## config.mk

```make
export PLATFORM = sky130hd
export DESIGN_NAME = regfile_2r1w
export DESIGN_NICKNAME = d
export VERILOG_FILES = /design/src/rtl/regfile_2r1w.sv
export SDC_FILE = /design/constraint.sdc
export NUM_CORES = 1
export LEC_CHECK = 0
export BUFFER_PORTS_ARGS = -buffer_cell sky130_fd_sc_hd__buf_4
export CAP_MARGIN = 20
export CELL_PAD_IN_SITES_DETAIL_PLACEMENT = 1
export CELL_PAD_IN_SITES_GLOBAL_PLACEMENT = 1
export CORE_ASPECT_RATIO = 0.8
export CORE_UTILIZATION = 45
export CTS_BUF_LIST = sky130_fd_sc_hd__clkbuf_8
export CTS_CLUSTER_DIAMETER = 150
export DETAILED_ROUTE_END_ITERATION = 10
export HOLD_SLACK_MARGIN = 0.1
export PLACE_DENSITY_LB_ADDON = 0.1
export SLEW_MARGIN = 20
export SYNTH_ARGS = -nofsm -noshare
export SYNTH_HDL_FRONTEND = slang
export SYNTH_SLANG_ARGS = --single-unit
```

## constraint.sdc

```tcl
create_clock -name clk -period 4.4 [get_ports clk]
set_input_delay 0.22 -clock clk [delete_from_list [all_inputs] [get_ports clk]]
set_output_delay 0.22 -clock clk [all_outputs]
set_load 0.05 [all_outputs]
```

## src/rtl/regfile_2r1w.sv

```systemverilog
// Parametrised 2-read/1-write register file with registered, write-first
// bypassed read ports and a per-register busy scoreboard for load hazards.
module regfile_2r1w #(
  parameter int WIDTH   = 16,
  parameter int DEPTH   = 8,
  parameter int AW      = 3,
  parameter bit ZERO_R0 = 1'b1
) (
  input  logic             clk,
  input  logic             reset,
  input  logic             we,
  input  logic [AW-1:0]    waddr,
  input  logic [WIDTH-1:0] wdata,
  input  logic [AW-1:0]    raA,
  input  logic             reA,
  input  logic [AW-1:0]    raB,
  input  logic             reB,
  input  logic             set_busy,
  input  logic [AW-1:0]    busy_addr,
  output logic [WIDTH-1:0] DA,
  output logic [WIDTH-1:0] DB,
  output logic             busyA,
  output logic             busyB
);

  logic [WIDTH-1:0] mem [DEPTH];
  logic [DEPTH-1:0] busy;
  logic [DEPTH-1:0] busy_next;
  logic [WIDTH-1:0] rd_a;
  logic [WIDTH-1:0] rd_b;
  logic             wr_ok;
  logic             set_ok;

  // A register accepts writes/busy sets only if it exists and is not the
  // hardwired zero register.
  function automatic logic writable(input logic [AW-1:0] a);
    writable = ({{(32-AW){1'b0}}, a} < DEPTH) && !(ZERO_R0 && (a == '0));
  endfunction

  assign wr_ok  = we && writable(waddr);
  assign set_ok = set_busy && writable(busy_addr);

  // NOTE: always_comb assigns every output a default first so no latch is
  // inferred on paths where no branch matches (e.g. out-of-range addresses).
  always_comb begin
    rd_a  = '0;
    rd_b  = '0;
    busyA = 1'b0;
    busyB = 1'b0;
    for (int i = 0; i < DEPTH; i++) begin
      if (raA == AW'(i)) begin
        rd_a  = mem[i];
        busyA = busy[i];
      end
      if (raB == AW'(i)) begin
        rd_b  = mem[i];
        busyB = busy[i];
      end
    end
    if (wr_ok && (waddr == raA)) rd_a = wdata;
    if (wr_ok && (waddr == raB)) rd_b = wdata;
    if (ZERO_R0 && (raA == '0)) rd_a = '0;
    if (ZERO_R0 && (raB == '0)) rd_b = '0;
  end

  // Clear on write first, then set, so a same-cycle set wins.
  always_comb begin
    busy_next = busy;
    for (int i = 0; i < DEPTH; i++) begin
      if (wr_ok  && (waddr     == AW'(i))) busy_next[i] = 1'b0;
      if (set_ok && (busy_addr == AW'(i))) busy_next[i] = 1'b1;
    end
  end

  // NOTE: the storage array is reset explicitly because every register must
  // read as zero after reset; this costs a reset mux per bit and rules out RAM.
  // NOTE: sequential state uses non-blocking assignments so all flops update
  // from pre-edge values regardless of statement order.
  always_ff @(posedge clk) begin
    if (reset) begin
      for (int i = 0; i < DEPTH; i++) mem[i] <= '0;
      busy <= '0;
      DA   <= '0;
      DB   <= '0;
    end else begin
      for (int i = 0; i < DEPTH; i++) begin
        if (wr_ok && (waddr == AW'(i))) mem[i] <= wdata;
      end
      busy <= busy_next;
      if (reA) DA <= rd_a;
      if (reB) DB <= rd_b;
    end
  end

endmodule
```

## Word-level counts from Yosys, hierarchy flattened

Memory sizes are Yosys's and may differ from the RTL's.
Cells that the tools add are included.

- Bits in registers: 40
- RAM bits: 128
- Memories: 1

Memory list:

| memory | depth | bits a word | read ports | clocked after Yosys merged registers in | wr ports | line | RTL |
|---|---|---|---|---|---|---|---|
| mem | 8 | 16 | 7 | 0 | 8 | 26 | `logic [WIDTH-1:0] mem [DEPTH];` |

- Equality and inequality tests: 30
- Mux-type cells: 84
- Bitwise operators: 8
- Reductions and logical operators: 34

Operators with widths:

| cell | number |
|---|---|
| two-way mux 16 bit | 26 |
| two-way mux 1 bit | 58 |
| equality test 3 bit (second input constant) | 16 |
| equality test 3 x 2 -> 1 bit (second input constant) | 8 |
| logical AND 1 bit | 20 |
| nonzero test 2 bit | 8 |
| equality test 3 x 1 -> 1 bit (second input constant) | 4 |
| zero test 3 bit | 4 |
| OR 1 bit | 8 |
| equality test 3 bit | 2 |
| zero test 1 bit | 2 |

## Logic depth before layout (Yosys ltp)

Gate-level depths: netlist of run 1.

- Depth in word-level cells: 10
- Gate-level depth with buffers: 7

## Least setup slack after synthesis of run 1

Ideal clock, no wire load.

- Path type: input -> output
- Start: in raA[0]
- End: out busyA
- Arrival: 1.825 ns
- Required time: 4.180 ns
- Slack: 2.355 ns
- Stages: 7
- Path buffers: 3
- Path through: buf_2 > buf_4 > buf_4 > mux2i_1 > mux2i_1 > o22ai_1 > a21oi_1

- Word-level cells in the longest chain between the ends: 9
- Elaborated cells between the ends (all ways): 16
- Those cells by class: eq/ne (7); mux (8); reduce/logical (1)

Ends and longest elaborated chain:

| what | line | RTL |
|---|---|---|
| from (decl) | 14 | `input logic [AW-1:0] raA,` |
| zero test 3 bit | 51 | `if (raA == AW'(i)) begin` |
| two-way mux 1 bit (7 in series) | 51 |  |
| two-way mux 1 bit (*) | 51 |  |
| to (decl) | 22 | `output logic busyA,` |

Every way passes the cells marked *; elsewhere a longest branch is shown, timed or not.

## Worst setup path in the final report of run 1

- Start: in raB[0]
- End: out busyB

- Word-level cells in the longest chain between the ends: 9
- Elaborated cells between the ends (all ways): 16
- Those cells by class: eq/ne (7); mux (8); reduce/logical (1)

Ends and longest elaborated chain:

| what | line | RTL |
|---|---|---|
| from (decl) | 16 | `input logic [AW-1:0] raB,` |
| zero test 3 bit | 55 | `if (raB == AW'(i)) begin` |
| two-way mux 1 bit (7 in series) | 55 |  |
| two-way mux 1 bit (*) | 55 |  |
| to (decl) | 23 | `output logic busyB` |

Marks and branches as above.

==> results of run 1 <==
-- metrics by stage --
stage	instances	util [%]
global placement	953	49.7
global route	1003	53.2
detailed placement	954	49.8
finish	1004	53.2
CTS	1003	53.2
floorplan	719	-
-- worst max-delay path by stage --
stage	cells after the start	end	slack, ns
6_report	7	busyB	1.95
5_1_grt	7	busyB	1.88
4_1_cts	7	busyB	1.99
3_5_place_dp	6	DA[5]$_SDFFE_PP0P_	1.84
3_3_place_gp	6	DA[6]$_SDFFE_PP0P_	1.94
2_1_floorplan	7	busyA	2.35
-- cells in the final DEF, fill, tap and decap left out, types with 11 or more instances in the layout --
cell type / count
o211ai_1: 15
mux2_2: 15
a211oi_1: 12
nand3b_1: 14
o21ai_0: 17
nand2_1: 29
o21ai_1: 28
mux2i_1: 52
a32oi_1: 11
buf_4: 73
nand3_1: 12
clkbuf_8: 22
a221o_1: 17
edfxtp_1: 112
nor2_1: 109
nor4_1: 15
inv_1: 26
dlygate4sd3_1: 17
a21oi_1: 30
nand2b_1: 23
dfxtp_1: 40
-- power breakdown --
| part | switching (mW) | total [mW] | internal, mW |
|---|---|---|---|
| registers | 0.0652 | 1.71 | 1.65 |
| clock network | 0.536 | 1.11 | 0.572 |
| logic | 0.397 | 0.597 | 0.200 |
-- kinds of logic (layout without fill, tap and decap cells) --
logic type                Yosys count  count (layout)
AOI/OAI and AO/OA                 174             174
other                               0               1
DFF                               152             152
xor gates and xnor gates            6               6
buffers and inverters              83             147
muxes                              81              81
and+or+nand+nor                   223             223
-- flip-flops by register name, summed over array words and instances (netlist names) --
signal  flops
DB         16
DA         16
busy        8
mem       112
-- Yosys cell counts (2+ instances only) --
| cell | count | area, sq um |
|---|---|---|
| a22oi_1 | 10 | 75.1 |
| nand2b_1 | 24 | 150 |
| o221ai_1 | 8 | 70.1 |
| o211ai_1 | 15 | 113 |
| o21a_1 | 2 | 15.0 |
| xnor2_1 | 6 | 52.6 |
| o21ai_0 | 17 | 85.1 |
| a221o_1 | 17 | 170 |
| o22ai_1 | 6 | 37.5 |
| dfxtp_1 | 40 | 801 |
| and4_4 | 2 | 22.5 |
| a221oi_1 | 3 | 26.3 |
| mux2i_1 | 52 | 521 |
| buf_4 | 7 | 52.6 |
| a221oi_2 | 4 | 60.1 |
| nand3b_1 | 14 | 105 |
| a21oi_1 | 30 | 150 |
| buf_6 | 7 | 78.8 |
| nand2_1 | 29 | 109 |
| edfxtp_1 | 112 | 3360 |
| mux2_4 | 3 | 45.0 |
| mux2_2 | 15 | 169 |
| o21ai_1 | 28 | 140 |
| a32oi_1 | 11 | 96.3 |
| nor2_1 | 110 | 413 |
| a211oi_1 | 12 | 90.1 |
| nand4_1 | 2 | 12.5 |
| mux4_2 | 4 | 90.1 |
| nor2b_1 | 10 | 62.6 |
| inv_1 | 24 | 90.1 |
| nor4_1 | 15 | 93.8 |
| buf_2 | 23 | 115 |
| clkbuf_1 | 18 | 67.6 |
| nand3_1 | 12 | 60.1 |
| mux2_1 | 7 | 78.8 |
| buf_1 | 3 | 11.3 |
-- worst max-delay path, stage by stage --
cell      delay (ns)
buf_4           0.43
buf_4           0.46
nand2b_1        0.33
o21bai_1        0.17
o221ai_1        0.14
a22o_1          0.24
buf_4           0.19
-- cell type report --
type	instances	area share, %
Clock inverter	10	1.11
Inverter	24	1.01
Antenna cell	1	0.0281
Multi-Input combinational cell	484	36.5
Timing Repair Buffer	91	8.18
Sequential cell	152	46.7
Tap cell	220	3.09
Clock buffer	22	3.39
-- metal layers --
| metal | up-vias | part of all wire [%] | wire (um) |
|---|---|---|---|
| met3 | 24 | 9.3 | 2410 |
| met1 | 3177 | 45 | 11700 |
| met4 | 0 | 0.84 | 219 |
| met2 | 297 | 45 | 11600 |
| li1 | 2785 | - | - |
| met5 | - | 0 | 0 |
-- what timing repair did --
action | 4_1_cts | 5_1_grt
endpoints found under the hold margin | 25 | 0
buffers inserted | 0 | 0
hold buffers | 17 | 0
resized for setup | 0 | 0
==> reports/metrics.cfg, run 1 <==
[placement]
dpl_cell_area_sq_um=8340
portBuffers=67
gp_congestion=0.847
dp_slack_ns=1.84
dp_hpwl_um=17200

[pwr]
ir_worst_vdd_v=0.000181
p_leak_nw=3.34
p_total_mw=3.42
powerDensity_nw_per_um2=383

[clock_tree]
clock-root-buffer=clkbuf_8
htreeDepth=4
cts_tree=built
clock_latency_ns=0.46
cts_buffers=17
clk_pin_slew_worst_paths_ns=0.08
cts_buffer_depth=2
clkSinkCount=152

[layout]
regArea_sq_um=4160
postLayoutCellArea_sq_um=8920
layout.nets=804
num-fill-cells=1812
drive_gt1_share_pct=17.6
multi_input_area_sq_um=3260
area_delta_synth_final_pct=13.8

[detailed_routing]
routed_wl_um=26000
drc=0
avgRoutedWirePerCell_um=25.9
dr.pass1.iters=5
vias_per_cell=6.26
drtAntennaViolNets=0
drt_iter0_markers=649
num_vias=6283

[grt]
antenna_found_initial=1
grt_remaining_overflow=0
track_usage_pct=30.0
grt_pass1_wl_um=38700
use_met3_pct=7.87
grtUsageMet1_pct=43.1
busiest_layer=met2
grt_max_degree=52
grt_use_met2_pct=45.1
grt_pass1_vias=6352

[synth]
yosys.area_share.simple_pct=13.6
synth_edf_count=112
synthFlopType=edfxtp_1
ys_warn_count=0
netlist_area_sq_um=7840
yosys.area_share.xor_xnor_pct=0.671
syn_area_per_cell_sq_um=10.9
yosysUniqueCellTypes=53
async_flop_share_pct=0
synth-seq-area-share_pct=53.1
synth_mux_area_share_pct=11.5
synth_seq_cells=152
synthAdderAreaFrac_pct=0
synthesis.nets=753
synth_top_family_by_area=compound AO/OA/AOI/OAI gates
synth_cells=719
synth_compound_area_share_pct=15.7

[setup_path]
rr_startpoint=mem[0][24]$_SDFFCE_PN0P_
crit_required_ns=4.18
crit_fanout=34
cp-end-kind=primary output
reg2regPathDepth=4
rrSetupSlack_ns=2.52
critical_path_arrival_ns=2.23
worstSetupStartpoint=raB[0]
startpoint_type=primary input
crit_type=primary input to primary output
rr_endpoint=DA[8]$_SDFFE_PP0P_

[die]
core_sq_um=16800
die_w_um=150
rows=42
dieArea_sq_um=17900
die_y_um=120
ios=68
initial_core_util_pct=46.7

[timing]
worst_slack_ns=1.95
slew_headroom_pct=26.1
setup_viol_count_final=0
tns_ns=0
fin_skew_ns=0.0108
final.min_clock_period_ns=2.45
report.final.slew_viol_count=0
worst_pin_slew_ns=1.10
holdWs_ns=0.129
timing.final.crit_share_pct=55.6
rsz0062_at_grt=no
finalHoldViolations=0
max_freq_mhz=409

[flow_run]
cap_viol_max_count=0

[status]
status=finished clean

[hold_path]
min_path_type=primary input to flop
hold_start=set_busy
min_to=busy[7]$_SDFFE_PP0P_
hold_depth=3

Power figures use the tool's default switching activity.
==> run 2: changes to the inputs <==
Settings changed: ABC_AREA set to 1, CORE_UTILIZATION 45 to 42.
Clock period 4.4 ns to 2 ns, I/O delays scaled along.
==> reports/metrics.cfg, run 2 <==
[die]
core_sq_um=18400  ; +10%
rows=44  ; +4.8%
die_w_um=157  ; +4.8%
ios=68  ; unchanged
die_y_um=126  ; +4.8%
initial_core_util_pct=43.6  ; -3.2 points
dieArea_sq_um=19700  ; +9.7%

[flow_run]
cap_viol_max_count=0  ; unchanged

[pwr]
combPwrFrac_pct=16.7  ; -0.8 points
ir_worst_vdd_v=0.000538  ; +200%
seqPwrFrac_pct=50.4  ; +0.3 points
internal-power_mw=5.21  ; +120%
pwr-share-clk_pct=32.9  ; +0.5 points
switching_share_pct=29.6  ; +0.41 points
p_leak_nw=4.01  ; +20%
powerDensity_nw_per_um2=786  ; +110%
power_switching_mw=2.19  ; +120%

[synth]
netlist_area_sq_um=8040  ; +2.6%
yosysMostFrequentCell=nand2_1
synth_seq_cells=152  ; unchanged
synth.top_cells.by_area=edfxtp_1 42%, nand2_1 13%, dfxtp_1 10%
synth_edf_count=112  ; unchanged
yosysUniqueCellTypes=35  ; -34%
synth_cells=989  ; +38%
syn_area_per_cell_sq_um=8.13  ; -25%
synthesis.nets=1023  ; +36%
ys_warn_count=0  ; unchanged
synth_top_area_share_pct=41.8  ; -1.1 points
synthFlopType=edfxtp_1
synth-seq-area-share_pct=51.8  ; -1.3 points
async_flop_share_pct=0  ; unchanged
synth_commonest_cells=286 x nand2_1, 156 x nor2_1, 112 x edfxtp_1
synth_top_area_cell=edfxtp_1

[detailed_routing]
drc=0  ; unchanged
drt_iter0_markers=527  ; -19%
drtAntennaViolNets=0  ; unchanged
routed_wl_um=26100  ; +0.56%
dr.pass1.iters=5  ; unchanged
vias_per_cell=5.36  ; -14%
avgRoutedWirePerCell_um=19.4  ; -25%
num_vias=7202  ; +15%

[clock_tree]
postCtsResizedCells=0  ; unchanged
cts_tree=built
cts_buffer_depth=2  ; unchanged
clk_pin_slew_worst_paths_ns=0.08  ; about the same
clock-root-buffer=clkbuf_8
htreeDepth=4  ; unchanged
cts_buffers=17  ; unchanged
clock_latency_ns=0.46  ; about the same
clkSinkCount=152  ; unchanged

[layout]
drive_gt1_share_pct=18.0  ; +0.36 points
regArea_sq_um=4160  ; unchanged
postLayoutCellArea_sq_um=9410  ; +5.5%
layout.nets=1111  ; +38%
layout_common_cells=286 x nand2_1, 156 x nor2_1, 112 x edfxtp_1, 102 x buf_4, 81 x inv_1
final_common_cell=nand2_1
n_antenna_cell=0  ; -1
largest_reg_flops=112  ; unchanged
num-fill-cells=2288  ; +26%
largest_register=mem
area_delta_synth_final_pct=17.1
largestRegisters=mem x112, DA x16, DB x16
multi_input_area_sq_um=3190  ; -2.0%

[placement]
dp_hpwl_um=18600  ; +8.2%
gp_congestion=0.808  ; -4.6%
dp_slack_ns=0.197  ; -1.64 ns
dpl_cell_area_sq_um=8850  ; +6.1%
portBuffers=67  ; unchanged

[hold_path]
min_path_type=primary input to flop

[grt]
grt_pass1_vias=7217  ; +14%
grt_pass1_wl_um=40800  ; +5.5%
grt_max_degree=55  ; +5.8%
track_usage_pct=28.1  ; -1.9 points
antenna_found_initial=0  ; -1
grt_remaining_overflow=0  ; unchanged

[timing]
tns_ns=0  ; unchanged
rsz0062_at_grt=no
finalHoldViolations=0  ; unchanged
worst_pin_slew_ns=0.737  ; -0.362 ns
fin_skew_ns=0.0113  ; +0.000502 ns
report.final.slew_viol_count=0  ; unchanged
slew_headroom_pct=50.7  ; +25 points
max_freq_mhz=554
worst_slack_ns=0.195  ; -1.76 ns
final.min_clock_period_ns=1.81
timing.final.crit_share_pct=90.3
setup_viol_count_final=0  ; unchanged

[setup_path]
cp-end-kind=flop
crit_fanout=4  ; -88%
critical_path_arrival_ns=2.21  ; -0.02 ns
crit_required_ns=2.40  ; -1.78 ns
crit_type=primary input to flop
startpoint_type=primary input

[status]
status=finished clean

[run 2: changes by cell type in the layout (fill, tap and decap cells not counted), moves of 17 or more]
cell / before / now
nand2_1: 29 / 286
nand4_1: 2 / 68
inv_1: 26 / 81
mux2i_1: 52 / 0
nor2_1: 109 / 156
nand3_1: 12 / 45
buf_4: 73 / 102
a21oi_1: 30 / 57
o21ai_1: 28 / 1
nand2b_1: 23 / 0
a221o_1: 17 / 0
inv_2: 0 / 17
[run 2: per-layer routing]
metal	global-route usage, %	share of wire, %	up-vias
li1	-	-	3442
met1	37.3	45	3568
met2	48.1	49	168
met3	4.34	4.7	24
met4	6.81	1.5	0
met5	0	0	-
[run 2: area by class of cell]
class	count	share of cell area, %
Inverter	98	3.93
Sequential cell	152	44.2
Tap cell	253	3.36
Timing Repair Buffer	121	10.4
Clock inverter	15	1.67
Multi-Input combinational cell	687	33.9
Clock buffer	17	2.49
[run 2: power groups by stage]
stage	clock (mW)	combinational (mW)	sequential (mW)
2_1_floorplan	0	0.627	3.93
3_3_place_gp	0	1.19	3.79
3_5_place_dp	0	1.21	3.80
4_1_cts	2.46	1.24	3.73
5_1_grt	2.60	1.34	3.76
6_report	2.43	1.24	3.73
[run 2: cells by family (layout without fill, tap and decap cells)]
logic type / after synthesis / in the layout / share of synthesized area [%]
flops: 152 / 152 / 51.8
simple gates: 589 / 589 / 32.3
buf+inv: 150 / 251 / 8.51
compound gates: 92 / 92 / 6.69
xor+xnor: 6 / 6 / 0.654
[run 2: repair_timing]
| item | in CTS | in global routing |
|---|---|---|
| endpoints found under the setup margin | 0 | 0 |
| hold buffers | 16 | 0 |
| setup buffers | 0 | 0 |
| endpoints found under the hold margin | 36 | 0 |
[run 2: worst paths after layout]
check | startpoint | end | slack (ns) | cells after the start
worst max-delay path | busy_addr[1] | busy[4]$_SDFFE_PP0P_ | 0.19 | 7
worst min-delay path | wdata[6] | mem[0][54]$_SDFFCE_PN0P_ | 0.11 | 3
worst max register to register | mem[0][28]$_SDFFCE_PN0P_ | DB[12]$_SDFFE_PP0P_ | 0.69 | 8
worst min register to register | busy[0]$_SDFFE_PP0P_ | busy[0]$_SDFFE_PP0P_ | 0.45 | 2
[run 2: metrics by stage]
stage / utilization, % / power (mW) / cells / hold slack (ns)
2_1_floorplan: - / 4.56 / 989 / 0.244
3_3_place_gp: 48.0 / 4.99 / 1294 / 0.392
3_5_place_dp: 48.0 / 5.01 / 1294 / 0.402
4_1_cts: 51.0 / 7.43 / 1342 / 0.102
5_1_grt: 51.0 / 7.70 / 1343 / 0.103
6_report: 51.0 / 7.40 / 1343 / 0.106
[run 2: worst max-delay path, stage by stage]
cell and delay [ns]:
dlygate4sd3_1 0.53, buf_4 0.13, inv_1 0.10, nand4_1 0.09, dlygate4sd3_1 0.55, o21ai_0 0.14, dlygate4sd3_1 0.56
==> run 3: changes to the inputs <==
Settings changed: RECOVER_POWER set to 100.
==> reports/metrics.cfg, run 3 (synthesis results as in run 2) <==
[status]
status=finished clean

[die]
rows=44  ; unchanged
dieArea_sq_um=19700  ; unchanged
die_y_um=126  ; unchanged
core_sq_um=18400  ; unchanged
initial_core_util_pct=43.6  ; unchanged
ios=68  ; unchanged
die_w_um=157  ; unchanged

[grt]
antenna_found_initial=0  ; unchanged
grt_remaining_overflow=0  ; unchanged
grt_pass1_wl_um=40800  ; unchanged
track_usage_pct=28.1  ; unchanged
grt_pass1_vias=7217  ; unchanged
grt_max_degree=55  ; unchanged

[setup_path]
critical_path_arrival_ns=2.14  ; -0.07 ns
cp_common_cell=a21oi_1
crit_slowest_cell=inv_1
cp-end-kind=flop
crit_required_ns=2.29  ; -0.11 ns
startpoint_type=primary input
crit_type=primary input to flop
critPathMaxStageDelay_ns=0.64  ; +0.08 ns
crit_fanout=28  ; +24
cp_cell_sequence=buf_4, xor2_1, nor2_2, nand3_1, inv_1, a21oi_1, nand2_1, a21oi_1

[timing]
rsz0062_at_grt=no
final.min_clock_period_ns=1.85  ; +0.0445 ns
tns_ns=0  ; unchanged
report.final.slew_viol_count=0  ; unchanged
fin_skew_ns=0.0132  ; +0.00189 ns
slew_headroom_pct=3.49  ; -47 points
finalHoldViolations=0  ; unchanged
setup_viol_count_final=0  ; unchanged
worst_pin_slew_ns=1.43  ; +0.695 ns
timing.final.crit_share_pct=92.5  ; +2.2 points
max_freq_mhz=541  ; -2.4%

[pwr]
combPwrFrac_pct=16.0  ; -0.7 points
internal-power_mw=5.15  ; -1.0%
power_switching_mw=2.18  ; -0.41%
ir_worst_vdd_v=0.000539  ; about the same
switching_share_pct=29.8  ; +0.13 points
p_leak_nw=3.84  ; -4.4%
pwr-share-clk_pct=33.2  ; +0.3 points
powerDensity_nw_per_um2=798  ; +1.6%
seqPwrFrac_pct=50.9  ; +0.5 points

[detailed_routing]
drtAntennaViolNets=0  ; unchanged
routed_wl_um=26300  ; +0.62%
dr.pass1.iters=5  ; unchanged
drc=0  ; unchanged
drt_iter0_markers=517  ; -1.9%
avgRoutedWirePerCell_um=19.6  ; +0.62%
num_vias=7210  ; +0.11%
vias_per_cell=5.37  ; +0.11%

[placement]
dp_hpwl_um=18600  ; unchanged
portBuffers=67  ; unchanged
gp_congestion=0.808  ; unchanged
dp_cells=1294  ; unchanged

[clock_tree]
cts_buffers=17  ; unchanged
clock-root-buffer=clkbuf_8
post-cts-setup-buffers=0  ; unchanged
clkSinkCount=152  ; unchanged
clk_pin_slew_worst_paths_ns=0.09  ; about the same
cts_buffer_depth=2  ; unchanged
clock_latency_ns=0.46  ; about the same
cts_tree=built
htreeDepth=4  ; unchanged

[flow_run]
cap_viol_max_count=0  ; unchanged

[layout]
area_delta_synth_final_pct=14.3
largest_reg_flops=112  ; unchanged
layout_common_cells=286 x nand2_1, 156 x nor2_1, 112 x edfxtp_1, 83 x inv_1, 69 x nand4_1
num-fill-cells=2320  ; +1.4%
drive_gt1_share_pct=13.2  ; -4.8 points
stdcell_count=1343  ; unchanged
n_antenna_cell=0  ; unchanged
largest_register=mem
layout.nets=1111  ; unchanged
largestRegisters=mem x112, DA x16, DB x16
final_common_cell=nand2_1

[hold_path]
min_path_type=primary input to flop

run 3: cell types whose count changed in the layout (fill, tap and decap cells not counted), sizes merged:
cell    before  now
buf        105   56
clkbuf      17   66
run 3: power by group through the flow:
| stage | combinational [mW] | sequential, mW | clock [mW] |
|---|---|---|---|
| after detailed placement | 1.21 | 3.80 | 0 |
| after global routing | 1.27 | 3.76 | 2.60 |
| after global placement | 1.19 | 3.79 | 0 |
| after CTS | 1.24 | 3.73 | 2.46 |
| final | 1.17 | 3.73 | 2.43 |
| after floorplan | 0.627 | 3.93 | 0 |
run 3: repair_timing:
item | 4_1_cts | 5_1_grt
endpoints found under the hold margin | 36 | 0
hold buffers | 16 | 0
resized for setup | 0 | 0
run 3: layer usage:
layer | vias up | GRT usage, % | share of wire [%]
met4 | 0 | 6.81 | 1.3
met3 | 27 | 4.34 | 4.2
met2 | 161 | 48.1 | 50
met1 | 3584 | 37.3 | 45
li1 | 3438 | - | -
met5 | - | 0 | 0
run 3: worst paths after layout:
path                            startpoint                       end  slack (ns)  depth (start not counted)
setup reg to reg  mem[0][18]$_SDFFCE_PN0P_        DA[2]$_SDFFE_PP0P_        0.66                          8
hold / removal                    wdata[9]  mem[0][57]$_SDFFCE_PN0P_        0.12                          3
setup / recovery                    raA[1]        DA[2]$_SDFFE_PP0P_        0.15                          8
hold reg to reg       busy[0]$_SDFFE_PP0P_      busy[0]$_SDFFE_PP0P_        0.45                          2
run 3: final cells by class:
class	count	area, sq um	area share (%)
clock buffers	17	234	2.55
clock inverters	15	158	1.72
inverters	98	370	4.03
multi-input cells	687	3140	34.2
flip-flops and latches	152	4160	45.3
well taps	253	317	3.45
repair buffers	121	802	8.73
run 3: per-stage QoR:
step           utilization (%)  worst slack (ns)  power [mW]  area, sq um  hold WS [ns]
2_1_floorplan                -             0.412        4.56         8040         0.244
3_3_place_gp              48.0             0.278        4.99         8850         0.392
3_5_place_dp              48.0             0.197        5.01         8850         0.402
4_1_cts                   51.0             0.236        7.43         9400         0.102
5_1_grt                   49.8            0.0998        7.64         9190         0.105
6_report                  49.8             0.150        7.34         9190         0.118
run 3: critical path, delay by kind of cell:
| family | cells | cell delay (ns) |
|---|---|---|
| AND/OR/NAND/NOR | 3 | 0.68 |
| XOR/XNOR | 1 | 0.15 |
| buffers and inverters | 2 | 1.00 |
| AO/OA/AOI/OAI | 2 | 0.20 |
